==> config.mk <==
export PLATFORM = sky130hd
export DESIGN_NAME = mcs4_ram_master_flat
export DESIGN_NICKNAME = d
export VERILOG_FILES = /design/src/rtl/mcs4_ram_master_pkg.sv /design/src/rtl/mcs4_ram_master_if.sv /design/src/rtl/mcs4_ram_master_timing_gen.sv /design/src/rtl/mcs4_ram_master.sv /design/src/flat_wrapper.sv
export SDC_FILE = /design/constraint.sdc
export NUM_CORES = 1
export LEC_CHECK = 0
export CAP_MARGIN = 25
export CORE_MARGIN = 2
export CORE_UTILIZATION = 50
export CTS_CLUSTER_SIZE = 25
export DETAILED_ROUTE_END_ITERATION = 12
export GPL_TIMING_DRIVEN = 0
export PLACE_DENSITY = 0.81
export SLEW_MARGIN = 25
export SYNTH_ARGS = -nofsm -noshare
export SYNTH_HDL_FRONTEND = slang
export SYNTH_SLANG_ARGS = --single-unit
==> constraint.sdc <==
create_clock -name clk -period 2.35 [get_ports clk]
set_input_delay 0.3525 -clock clk [delete_from_list [all_inputs] [get_ports clk]]
set_output_delay 0.3525 -clock clk [all_outputs]
set_load 0.01 [all_outputs]
==> src/rtl/mcs4_ram_master_pkg.sv <==
// Shared MCS-4 bus types: phases, data characters, I/O-RAM opcodes,
// RAM master states and opcode classification helpers.
package mcs4;

  typedef logic [3:0] char_t;

  typedef enum logic [2:0] {
    A1, A2, A3, M1, M2, X1, X2, X3
  } instr_cyc_t;

  typedef enum logic [3:0] {
    WRM = 4'h0, WMP = 4'h1,
    WRR = 4'h2, WPM = 4'h3,
    WR0 = 4'h4, WR1 = 4'h5,
    WR2 = 4'h6, WR3 = 4'h7,
    SBM = 4'h8, RDM = 4'h9,
    RDR = 4'hA, ADM = 4'hB,
    RD0 = 4'hC, RD1 = 4'hD,
    RD2 = 4'hE, RD3 = 4'hF
  } ioram_opa_t;

  typedef enum logic [1:0] {
    IDLE = 2'd0,
    SRC  = 2'd1,
    IO   = 2'd2
  } ram_mst_state_t;

  function automatic logic opa_is_read(
    ioram_opa_t opa
  );
    logic r;
    case (opa)
      SBM, RDM, RDR, ADM,
      RD0, RD1, RD2, RD3: r = 1'b1;
      default:            r = 1'b0;
    endcase
    return r;
  endfunction

  function automatic logic opa_is_write(
    ioram_opa_t opa
  );
    logic w;
    case (opa)
      WRM, WMP, WRR, WPM,
      WR0, WR1, WR2, WR3: w = 1'b1;
      default:            w = 1'b0;
    endcase
    return w;
  endfunction

endpackage

==> src/rtl/mcs4_ram_master_if.sv <==
// Host request/response and MCS-4 bus signals of the RAM master.
interface mcs4_ram_master_if;
  import mcs4::*;

  logic       sync;
  logic       cm_ram;
  char_t      dbus_out;
  char_t      dbus_in;
  logic       req_valid;
  logic       req_ready;
  logic [7:0] req_addr;
  ioram_opa_t req_opa;
  char_t      req_wdata;
  logic       rsp_valid;
  char_t      rsp_rdata;

  modport master (
    output sync,
    output cm_ram,
    output dbus_out,
    input  dbus_in,
    input  req_valid,
    output req_ready,
    input  req_addr,
    input  req_opa,
    input  req_wdata,
    output rsp_valid,
    output rsp_rdata
  );

  modport slave (
    input  sync,
    input  cm_ram,
    input  dbus_in,
    input  dbus_out,
    output req_valid,
    input  req_ready,
    output req_addr,
    output req_opa,
    output req_wdata,
    input  rsp_valid,
    input  rsp_rdata
  );

endinterface

==> src/rtl/mcs4_ram_master_timing_gen.sv <==
// MCS-4 instruction cycle phase counter (A1..X3) and sync generator,
// shared by all bus masters.
module mcs4_timing_gen
  import mcs4::*;
(
    input  logic       clk,
    input  logic       rst,
    output instr_cyc_t phase,
    output logic       sync
);

    always_ff @(posedge clk) begin
        if (rst) begin
            phase <= X3;
        end else begin
            phase <= instr_cyc_t'(phase + 3'd1);
        end
    end

    // Asserted straight away on rst so responders abort mid-cycle.
    assign sync = rst | (phase == X3);

endmodule

==> src/rtl/mcs4_ram_master.sv <==
// MCS-4 4002 RAM bus initiator: one host request -> SRC + I/O cycle.
// Optional MCS4_SRC_SKIP_EN omits SRC when the address is unchanged.
module mcs4_ram_master
  import mcs4::*;
#(
    parameter bit BACK_TO_BACK = 1'b1
) (
    input  logic              clk,
    input  logic              rst,
    mcs4_ram_master_if.master bus
);

    instr_cyc_t     phase;
    ram_mst_state_t state;
    logic           at_x3;
    logic           can_start;
    logic           accept;
    logic           skip_src;
    logic [7:0]     addr_q;
    ioram_opa_t     opa_q;
    char_t          wdata_q;

    mcs4_timing_gen u_tgen (
        .clk   (clk),
        .rst   (rst),
        .phase (phase),
        .sync  (bus.sync)
    );

    assign at_x3 = (phase == X3);

    assign can_start = (state == IDLE)
                     || (BACK_TO_BACK && state == IO);

    assign bus.req_ready = !rst && at_x3 && can_start;
    assign accept = bus.req_ready && bus.req_valid;

`ifdef MCS4_SRC_SKIP_EN
    logic [7:0] last_addr;
    logic       last_vld;

    assign skip_src = last_vld
                    && (bus.req_addr == last_addr);

    always_ff @(posedge clk) begin
        if (rst) begin
            last_addr <= '0;
            last_vld  <= 1'b0;
        end else if (accept && !skip_src) begin
            last_addr <= bus.req_addr;
            last_vld  <= 1'b1;
        end
    end
`else
    assign skip_src = 1'b0;
`endif

    // Transitions only happen at the X3 boundary.
    always_ff @(posedge clk) begin
        if (rst) begin
            state   <= IDLE;
            addr_q  <= '0;
            opa_q   <= WRM;
            wdata_q <= '0;
        end else if (at_x3) begin
            unique case (1'b1)
                accept: begin
                    state   <= skip_src ? IO : SRC;
                    addr_q  <= bus.req_addr;
                    opa_q   <= bus.req_opa;
                    wdata_q <= bus.req_wdata;
                end
                (state == SRC): state <= IO;
                default:        state <= IDLE;
            endcase
        end
    end

    always_ff @(posedge clk) begin
        if (rst) begin
            bus.rsp_rdata <= '0;
        end else if (state == IO && phase == X2) begin
            bus.rsp_rdata <= opa_is_read(opa_q)
                           ? bus.dbus_in : 4'h0;
        end
    end

    assign bus.rsp_valid = !rst && state == IO && at_x3;

    // cm_ram must stay low on IO X2 or responders relatch the address.
    always_comb begin
        bus.cm_ram   = 1'b0;
        bus.dbus_out = 4'h0;
        if (!rst) begin
            unique case (1'b1)
                (state == SRC && phase == X2): begin
                    bus.cm_ram   = 1'b1;
                    bus.dbus_out = addr_q[7:4];
                end
                (state == SRC && phase == X3): begin
                    bus.dbus_out = addr_q[3:0];
                end
                (state == IO && phase == M2): begin
                    bus.cm_ram   = 1'b1;
                    bus.dbus_out = char_t'(opa_q);
                end
                (state == IO && phase == X2): begin
                    bus.dbus_out = opa_is_write(opa_q)
                                 ? wdata_q : 4'h0;
                end
                default: begin
                end
            endcase
        end
    end

endmodule

==> src/flat_wrapper.sv <==
// flat-port wrapper written by rule: the top's interface ports become plain ports
module mcs4_ram_master_flat import mcs4::*;
#(
    parameter bit BACK_TO_BACK = 1'b1
)
  (clk, rst, bus_sync, bus_cm_ram, bus_dbus_out, bus_dbus_in, bus_req_valid, bus_req_ready, bus_req_addr, bus_req_opa, bus_req_wdata, bus_rsp_valid, bus_rsp_rdata);
  mcs4_ram_master_if bus_i ();
  input  logic clk;
  input  logic rst;
  output wire logic [$bits(bus_i.sync)-1:0] bus_sync;
  output wire logic [$bits(bus_i.cm_ram)-1:0] bus_cm_ram;
  output wire logic [$bits(bus_i.dbus_out)-1:0] bus_dbus_out;
  input wire logic [$bits(bus_i.dbus_in)-1:0] bus_dbus_in;
  input wire logic [$bits(bus_i.req_valid)-1:0] bus_req_valid;
  output wire logic [$bits(bus_i.req_ready)-1:0] bus_req_ready;
  input wire logic [$bits(bus_i.req_addr)-1:0] bus_req_addr;
  input wire logic [$bits(bus_i.req_opa)-1:0] bus_req_opa;
  input wire logic [$bits(bus_i.req_wdata)-1:0] bus_req_wdata;
  output wire logic [$bits(bus_i.rsp_valid)-1:0] bus_rsp_valid;
  output wire logic [$bits(bus_i.rsp_rdata)-1:0] bus_rsp_rdata;
  assign bus_sync = bus_i.sync;
  assign bus_cm_ram = bus_i.cm_ram;
  assign bus_dbus_out = bus_i.dbus_out;
  assign bus_i.dbus_in = bus_dbus_in;
  assign bus_i.req_valid = bus_req_valid;
  assign bus_req_ready = bus_i.req_ready;
  assign bus_i.req_addr = bus_req_addr;
  assign bus_i.req_opa = bus_req_opa;
  assign bus_i.req_wdata = bus_req_wdata;
  assign bus_rsp_valid = bus_i.rsp_valid;
  assign bus_rsp_rdata = bus_i.rsp_rdata;
  mcs4_ram_master #(.BACK_TO_BACK(BACK_TO_BACK)) u_core (.clk(clk), .rst(rst), .bus(bus_i));
endmodule
### Word-level counts from Yosys, hierarchy flattened

Memory sizes are Yosys's and may differ from the RTL's. A register that Yosys moved wholly into a read port is not among the register bits.
Index checks and enable logic that the tools add are counted.

| storage, ports and cells | value |
|---|---|
| input port bits | 23 |
| word-level logic and storage cells | 42 |
| memories kept | 1 |
| bits in registers | 25 |
| ROM bits | 16 |
| output and inout port bits | 12 |

Memory list:

| name | words | width | read ports | clocked after Yosys merged registers in | write ports | RTL line | source |
|---|---|---|---|---|---|---|---|
| (no name shown) | 16 | 1 | 1 | 1 | 0 | mcs4_ram_master_pkg.sv:32 | `case (opa)` |

| operators by class | value |
|---|---|
| equality and inequality tests | 5 |
| bitwise gates (word level) | 1 |
| muxes and demuxes | 14 |
| add/subtract/negate cells | 1 |
| reductions and logical operators | 14 |

Operators by type and width:

| cell | number |
|---|---|
| $mux 4 | 5 |
| $pmux 4 s4 | 1 |
| $eq 3x3->1 const B | 3 |
| $logic_and 1x1->1 | 9 |
| $mux 1 | 7 |
| $pmux 2 s2 | 1 |
| $add 3x1->3 const B | 1 |
| $eq 2x1->1 const B | 1 |
| $eq 2x2->1 const B | 1 |
| $logic_not 2->1 | 1 |
| $reduce_and 2->1 | 1 |
| $reduce_or 2->1 | 1 |
| $logic_not 1->1 | 1 |
| $logic_or 1x1->1 | 1 |
| $or 1x1->1 | 1 |

### Depth between registers and ports, before layout

Gate-level depths: netlist of the first run.

| logic depth | value |
|---|---|
| depth in word-level cells | 7 |
| gate-level depth with buffers | 7 |
| gate-level depth less buffers | 5 |

### Hierarchy

Synthesis of the first run repeated with hierarchy kept, for this count alone.

| unflattened totals | value |
|---|---|
| cells, all modules | 150 |
| area total of the unflattened synthesis | 1,296.2 sq um |

Modules (own cells, without submodules):

| module | sequential area each (sq um) | area an instance (sq um) | cells each | instances |
|---|---|---|---|---|
| mcs4_ram_master | 460.4 | 1,186.1 | 141 | 1 |
| mcs4_timing_gen | 60.1 | 110.1 | 9 | 1 |

### Worst setup path after synthesis of the first run

OpenSTA, ideal clock, no wires.

| timing | value |
|---|---|
| kind | register to output |
| from | reg u_core.u_tgen.phase[0] |
| to | out bus_dbus_out[1] |
| slack | 0.588 ns |
| path buffers | 0 |
| data arrival time | 1.409 ns |
| required time | 1.997 ns |
| cell stages (with the launch flop) | 6 |
| cells stage by stage | dfxtp_1 ha_1 ha_1 and3b_2 a222oi_1 a211oi_1 |

| on the way | value |
|---|---|
| word-level cells in the longest chain between the ends | 4 |
| elaborated cells on any way between the ends | 9 |
| those cells by class | eq/ne: 3; mux: 2; reduce/logical: 4 |

Ends and longest elaborated chain:

| item | RTL line | source |
|---|---|---|
| from (decl) | mcs4_ram_master_timing_gen.sv:8 | `output instr_cyc_t phase,` |
| from (signal assigned) | mcs4_ram_master_timing_gen.sv:16 | `phase <= instr_cyc_t'(phase + 3'd1);` |
| $eq 3x3->1, on equally long branches | -- |  |
| $logic_and 1x1->1, on equally long branches | -- |  |
| $pmux 4 s4 (*) | mcs4_ram_master.sv:95 | `unique case (1'b1)` |
| $mux 4 (*) | mcs4_ram_master.sv:94 | `if (!rst) begin` |
| to (decl) | flat_wrapper.sv:12 | `output wire logic [$bits(bus_i.dbus_out)-1:0] bus_dbus_out;` |

Every way passes the cells marked *; elsewhere a longest branch is shown, timed or not.

### Final worst setup path of the first run

| timing | value |
|---|---|
| from | reg u_core.u_tgen.phase[0] |
| to | out bus_dbus_out[3] |

Same word-level chain as after synthesis.

==> results.tsv, run 1 <==
stage	metric	value	unit
clock_network	Clock Sink Count	26	
placement	pre-CTS setup slack	-39.08	ps
synth	synthesized area per cell	8.321	sq um
route	Final ANT Viol Nets	0	
route	DRC	0	
timing	RSZ-0062 raised after global routing	true	
synth	Cell Area, Synth	1215	sq um
power	sw frac	0.2631	
synth	Syn Nets	173	
timing	maximum clock frequency	431.8	MHz
placement	GPL Wtd Cong	0.8301	
worst_setup_path	Critical Path Source Type	register	
power	P_leak	0.5986	nW
route	Pre-Repair DR Iteration Count	4	
worst_setup_path	crit path kind	reg2out	
route	Vias	1163	
timing	Least-Margin Pin Slew	494.4	ps
route	First DRT Iteration DRCs	25	
finish	ANT cells	0	
clock_network	CTS clk-pin slew, worst paths	130	ps
floorplanning	Rows	17	
finish	Total Nets Final	213	
synth	sequential element share of the synthesized area	0.4284	
floorplanning	initial cell density of the core	0.5388	
clock_network	Skew-Pair Late Insertion Delay	310	ps
clock_network	Root Driver	clkbuf_4	
power	worst IR drop on VDD	0.3737	mV
status	status	complete, no violations	
worst_setup_path	Max FO, Critical Path	7	
finish	synthesis-to-layout area growth	36.46	%
timing	final hold vios	0	
timing	clock skew	10.43	ps
power	proportion of power drawn by the clock network	0.212	
power	switching pwr	221.7	uW
timing	setup TNS	0	ps
timing	Tmin final	2316	ps
timing	Final Max Tran Viols	0	
clock_network	Num CTS Buffers	3	
clock_network	Longest Clk Path Bufs	2	
route	Wirelength per Cell	13.73	um
power	Reg power frac	0.577	
floorplanning	core box area	2255	sq um
route	vias per cell	5.486	
clock_network	TritonCTS clock tree	done	
global_route	pin count of the biggest net entering global routing	14	
worst_setup_path	R2R setup slack	720	ps
global_route	Overall Global Routing Usage	0.2297	
synth	Synth warnings	0	
floorplanning	I/O Pins	35	
floorplanning	Die Width	53.30	um
synth	synth unique cells	31	
timing	Slew Limit Headroom	0.6704	
synth	synthesized flop and latch total	26	
synth	synthesized instance count	146	
clock_network	H-tree depth reported by CTS	1	
placement	Cells after DPL	208	
global_route	initial antenna violation count	0	
timing	Final setup viols	0	
flow_run	Max Cap Violations	0	
timing	Setup WS post-layout	34.11	ps
worst_setup_path	Worst setup EP type	primary output	
placement	I/O Buffers	34	
worst_hold_path	Hold Path Class	reg2reg	
worst_setup_path	Critical Path RT	2000	ps
floorplanning	Die H	53.30	um
worst_setup_path	critical path arrival	1960	ps
finish	final core occ	0.7353	
timing	Final period util	0.9855	
power	Comb pwr share	0.211	
finish	share of cells above drive strength 1	0.1793	
global_route	vias in the first global route	1109	
power	PD cells	508.5	nW/um^2
route	routed wire length	2910	um
floorplanning	DIE AREA	2840	sq um
global_route	first-pass GRT wire length	4802	um
finish	fin cells	212	
placement	post-detailed-placement half-perimeter wirelength	2153	um
power	Int Pwr	621.2	uW
global_route	GRT overflow	0	
[synth_stat cells, drive strengths merged]
cell	number	area, sq um
and2	2	12.51
nand4bb	1	11.26
nand3	4	20.02
or2	3	18.77
nand2	38	142.6
dfxtp	26	520.5
a211oi	2	15.01
inv	5	18.77
ha	4	50.05
o22a	1	8.760
nand4b	1	8.760
nor4bb	1	10.01
nor3	1	5.000
nand2b	3	18.77
a22oi	3	22.52
a311oi	2	17.52
and4bb	1	12.51
nand3b	1	7.510
a21oi	22	110.1
a222oi	1	10.01
nor2	2	7.510
buf	7	58.80
nand4	3	18.77
and3b	3	28.78
o21ai	4	20.02
and4b	3	32.53
clkbuf	2	7.510
[layout make-up]
type | count | area, sq um
clock buffer | 3 | 22.52
tap | 28 | 35.03
buffer | 9 | 66.31
multi-input combinational | 106 | 650.6
sequential | 26 | 524.3
fill | 184 | 596.8
timing repair buffer | 35 | 340.3
inverter | 5 | 18.77
[logic make-up after synthesis]
kind of cell | share of synthesized area
AND/OR/NAND/NOR | 0.2925
AO/OA/AOI/OAI | 0.1679
flip-flops | 0.4284
buffers and inverters | 0.07003
adder cells (fa/ha/maj) | 0.04120
[state kept, by name, indices dropped and copies added, names as in the netlist, named ones only]
name / flops
u_core.wdata_q: 4
u_core.bus.rsp_rdata: 4
u_core.state: 2
u_core.u_tgen.phase: 3
u_core.addr_q: 8
u_core.opa_q: 4
[final timing paths]
check | startpoint | cells after the start | to
worst max-delay path | u_core.u_tgen.phase[0]$_SDFF_PP1_ | 6 | bus_dbus_out[3]
worst min-delay path | u_core.u_tgen.phase[0]$_SDFF_PP1_ | 1 | u_core.u_tgen.phase[0]$_SDFF_PP1_
worst max register to register | u_core.u_tgen.phase[1]$_SDFF_PP1_ | 8 | u_core.wdata_q[2]$_SDFFE_PP0P_
worst min register to register | u_core.u_tgen.phase[0]$_SDFF_PP1_ | 1 | u_core.u_tgen.phase[0]$_SDFF_PP1_
[per-layer routing]
| metal | GRT usage | routed length, um | vias to the layer above |
|---|---|---|---|
| met3 | 0.04237 | 103 | 4 |
| li1 | - | - | 585 |
| met5 | 0 | 0 | - |
| met4 | 0.09402 | 39 | 0 |
| met1 | 0.2715 | 1287 | 544 |
| met2 | 0.4012 | 1479 | 30 |
[cells in the final DEF (no fill, tap or decap), types with 4 or more instances in the layout]
cell and count:
dfxtp_1 23, nand3_1 4, nand2_1 38, o21ai_0 4, inv_1 5, clkdlybuf4s50_1 29, a21oi_1 22
[through the flow]
stage                     area [sq um]  total power [mW]  hold slack [ps]
after floorplan                   1215            0.5790            386.9
after global routing              1658            0.8931            463.5
after detailed placement          1590            0.6549            424.3
after global placement            1590            0.6469            397.8
final                             1658            0.8430            442.5
after CTS                         1622            0.8328            449.9
[worst max-delay path, stage by stage, from the launching register on]
cell and delay [ps]:
dfxtp_2 350, inv_1 80, ha_2 250, o21ai_0 110
o22a_2 290, a311oi_2 270, dlygate4sd2_1 300
[power groups by stage]
stage	Combinational (mW)	Clock [mW]	Sequential (mW)
after floorplan	0.0925	0	0.486
after global placement	0.156	0	0.491
after detailed placement	0.161	0	0.493
after CTS	0.165	0.183	0.485
after global routing	0.197	0.206	0.491
final	0.178	0.179	0.487
[repair_timing]
| item | 4_1_cts | 5_1_grt |
|---|---|---|
| setup buffers | 0 | 1 |
| setup endpoints to repair | 6 | 6 |
| gates resized for setup | 11 | 15 |
| hold endpoints to repair | 0 | 0 |
| pin swaps | 1 | 2 |
| hold buffers | 0 | 0 |
(Power assumes the default switching activity.)
==> run 2: changes to the inputs <==
Settings changed: PLACE_DENSITY 0.81 to unset, PLACE_DENSITY_LB_ADDON set to 0.08.
==> results.tsv, run 2 (same netlist as run 1, synthesis figures left out) <==
stage	metric	value	unit
status	status	complete, no violations	
worst_setup_path	Worst setup EP type	primary output	
global_route	pin count of the biggest net entering global routing	15	
finish	most frequent cells in the layout	nand2_1, clkdlybuf4s50_1, dfxtp_1	
route	routed wire length	3002	um
route	First DRT Iteration DRCs	24	
worst_setup_path	slowest cell delay on critical path	370	ps
global_route	vias in the first global route	1077	
clock_network	Longest Clk Path Bufs	2	
worst_setup_path	worst path cell trace	ha_4 > ha_4 > and3b_2 > a222oi_1 > a211oi_1 > buf_2	
worst_setup_path	Max FO, Critical Path	6	
clock_network	H-tree depth reported by CTS	1	
route	Pre-Repair DR Iteration Count	4	
finish	most flop-heavy register	u_core.addr_q	
timing	setup TNS	0	ps
route	Final ANT Viol Nets	0	
power	Reg power frac	0.545	
worst_setup_path	Critical Path RT	2000	ps
worst_setup_path	critical path arrival	1930	ps
worst_setup_path	Slowest cell on crit path	dfxtp_2	
clock_network	TritonCTS clock tree	done	
floorplanning	Rows	17	
floorplanning	Die Width	53.30	um
timing	WHS	463.2	ps
route	vias per cell	5.599	
floorplanning	core box area	2255	sq um
clock_network	Skew-Pair Late Insertion Delay	330	ps
worst_hold_path	Hold Path Class	reg2reg	
worst_setup_path	most frequent CP cell	ha_4	
clock_network	CTS clk-pin slew, worst paths	140	ps
global_route	initial antenna violation count	0	
global_route	first-pass GRT wire length	4692	um
power	Int Pwr	657.2	uW
clock_network	Clock Sink Count	26	
timing	clock skew	5.417	ps
global_route	Overall Global Routing Usage	0.2315	
finish	fin cells	212	
timing	maximum clock frequency	438.8	MHz
worst_setup_path	Critical Path Source Type	register	
finish	share of cells above drive strength 1	0.1902	
power	proportion of power drawn by the clock network	0.256	
route	Vias	1187	
placement	Cells after DPL	208	
worst_setup_path	crit path kind	reg2out	
power	Comb pwr share	0.199	
timing	final hold vios	0	
clock_network	hold_buf cts	0	
finish	Total Nets Final	212	
timing	Slew Limit Headroom	0.6840	
clock_network	Root Driver	clkbuf_4	
placement	post-detailed-placement half-perimeter wirelength	2173	um
clock_network	Num CTS Buffers	3	
finish	max reg flops	8	
flow_run	Max Cap Violations	0	
power	PD cells	536.0	nW/um^2
finish	synthesis-to-layout area growth	37.69	%
placement	I/O Buffers	34	
route	DRC	0	
floorplanning	DIE AREA	2840	sq um
timing	Final Max Tran Viols	0	
power	P_leak	0.6009	nW
timing	Least-Margin Pin Slew	474.0	ps
finish	most common cell after layout, fill and taps aside	nand2_1	
global_route	GRT overflow	0	
floorplanning	initial cell density of the core	0.5388	
power	sw frac	0.2671	
timing	Final setup viols	0	
floorplanning	I/O Pins	35	
power	Tot Pwr	896.7	uW
timing	RSZ-0062 raised after global routing	true	
timing	Final period util	0.9698	
timing	Tmin final	2279	ps
placement	GPL Wtd Cong	0.8750	
power	worst IR drop on VDD	0.4663	mV
floorplanning	Die H	53.30	um
route	Wirelength per Cell	14.16	um
power	switching pwr	239.5	uW
finish	ANT cells	0	
-- run 2: final timing paths --
path | slack [ps] | end | from | depth (start not counted)
max | 70 | bus_dbus_out[1] | u_core.u_tgen.phase[0]$_SDFF_PP1_ | 6
min reg2reg | 460 | u_core.bus.rsp_rdata[1]$_SDFFE_PP0N_ | u_core.bus.rsp_rdata[1]$_SDFFE_PP0N_ | 2
max reg2reg | 810 | u_core.opa_q[1]$_SDFFE_PP0P_ | u_core.u_tgen.phase[0]$_SDFF_PP1_ | 7
min | 460 | u_core.bus.rsp_rdata[1]$_SDFFE_PP0N_ | u_core.bus.rsp_rdata[1]$_SDFFE_PP0N_ | 2
-- run 2: layer usage --
| metal | vias up | global-route usage | part of all wire | routed length (um) |
|---|---|---|---|---|
| li1 | 581 | - | - | - |
| met1 | 553 | 0.2790 | 0.40 | 1207 |
| met2 | 47 | 0.3909 | 0.51 | 1546 |
| met3 | 6 | 0.05650 | 0.065 | 194 |
| met4 | 0 | 0.08974 | 0.018 | 53 |
| met5 | - | 0 | 0 | 0 |
-- run 2: area by class of cell --
type	instances	area [sq um]
fillers	193	581.8
multi-input cells	106	663.1
repair buffers	34	329.1
flip-flops and latches	26	524.3
clock buffers	4	36.28
inverters	5	18.77
well taps	28	35.03
plain buffers	9	66.31
-- run 2: timing repair --
item,in CTS,in global routing
pin swaps,3,1
resized for setup,17,12
buffers inserted,0,0
setup endpoints to repair,6,6
-- run 2: per-stage QoR --
| step | area [sq um] | worst slack (ps) | utilization |
|---|---|---|---|
| 2_1_floorplan | 1215 | 588.5 | - |
| 3_3_place_gp | 1590 | 30.69 | 0.7053 |
| 3_5_place_dp | 1590 | -49.63 | 0.7053 |
| 4_1_cts | 1628 | 11.76 | 0.7220 |
| 5_1_grt | 1673 | -16.15 | 0.7420 |
| 6_report | 1673 | 71.03 | 0.7420 |
-- run 2: power by group through the flow --
stage               registers (mW)  logic (mW)  clock network [mW]
floorplan                    0.486      0.0925                   0
global placement             0.491       0.155                   0
detailed placement           0.493       0.162                   0
CTS                          0.485       0.165               0.233
global route                 0.493       0.196               0.251
finish                       0.489       0.178               0.230
-- run 2: worst max-delay path, delay by kind of cell, from the launching register on --
kind / cells / cell delay (ps)
AOI/OAI and AO/OA: 2 / 490
adders and majority gates: 2 / 330
buffers and inverters: 1 / 160
DFF: 1 / 370
and+or+nand+nor: 1 / 240
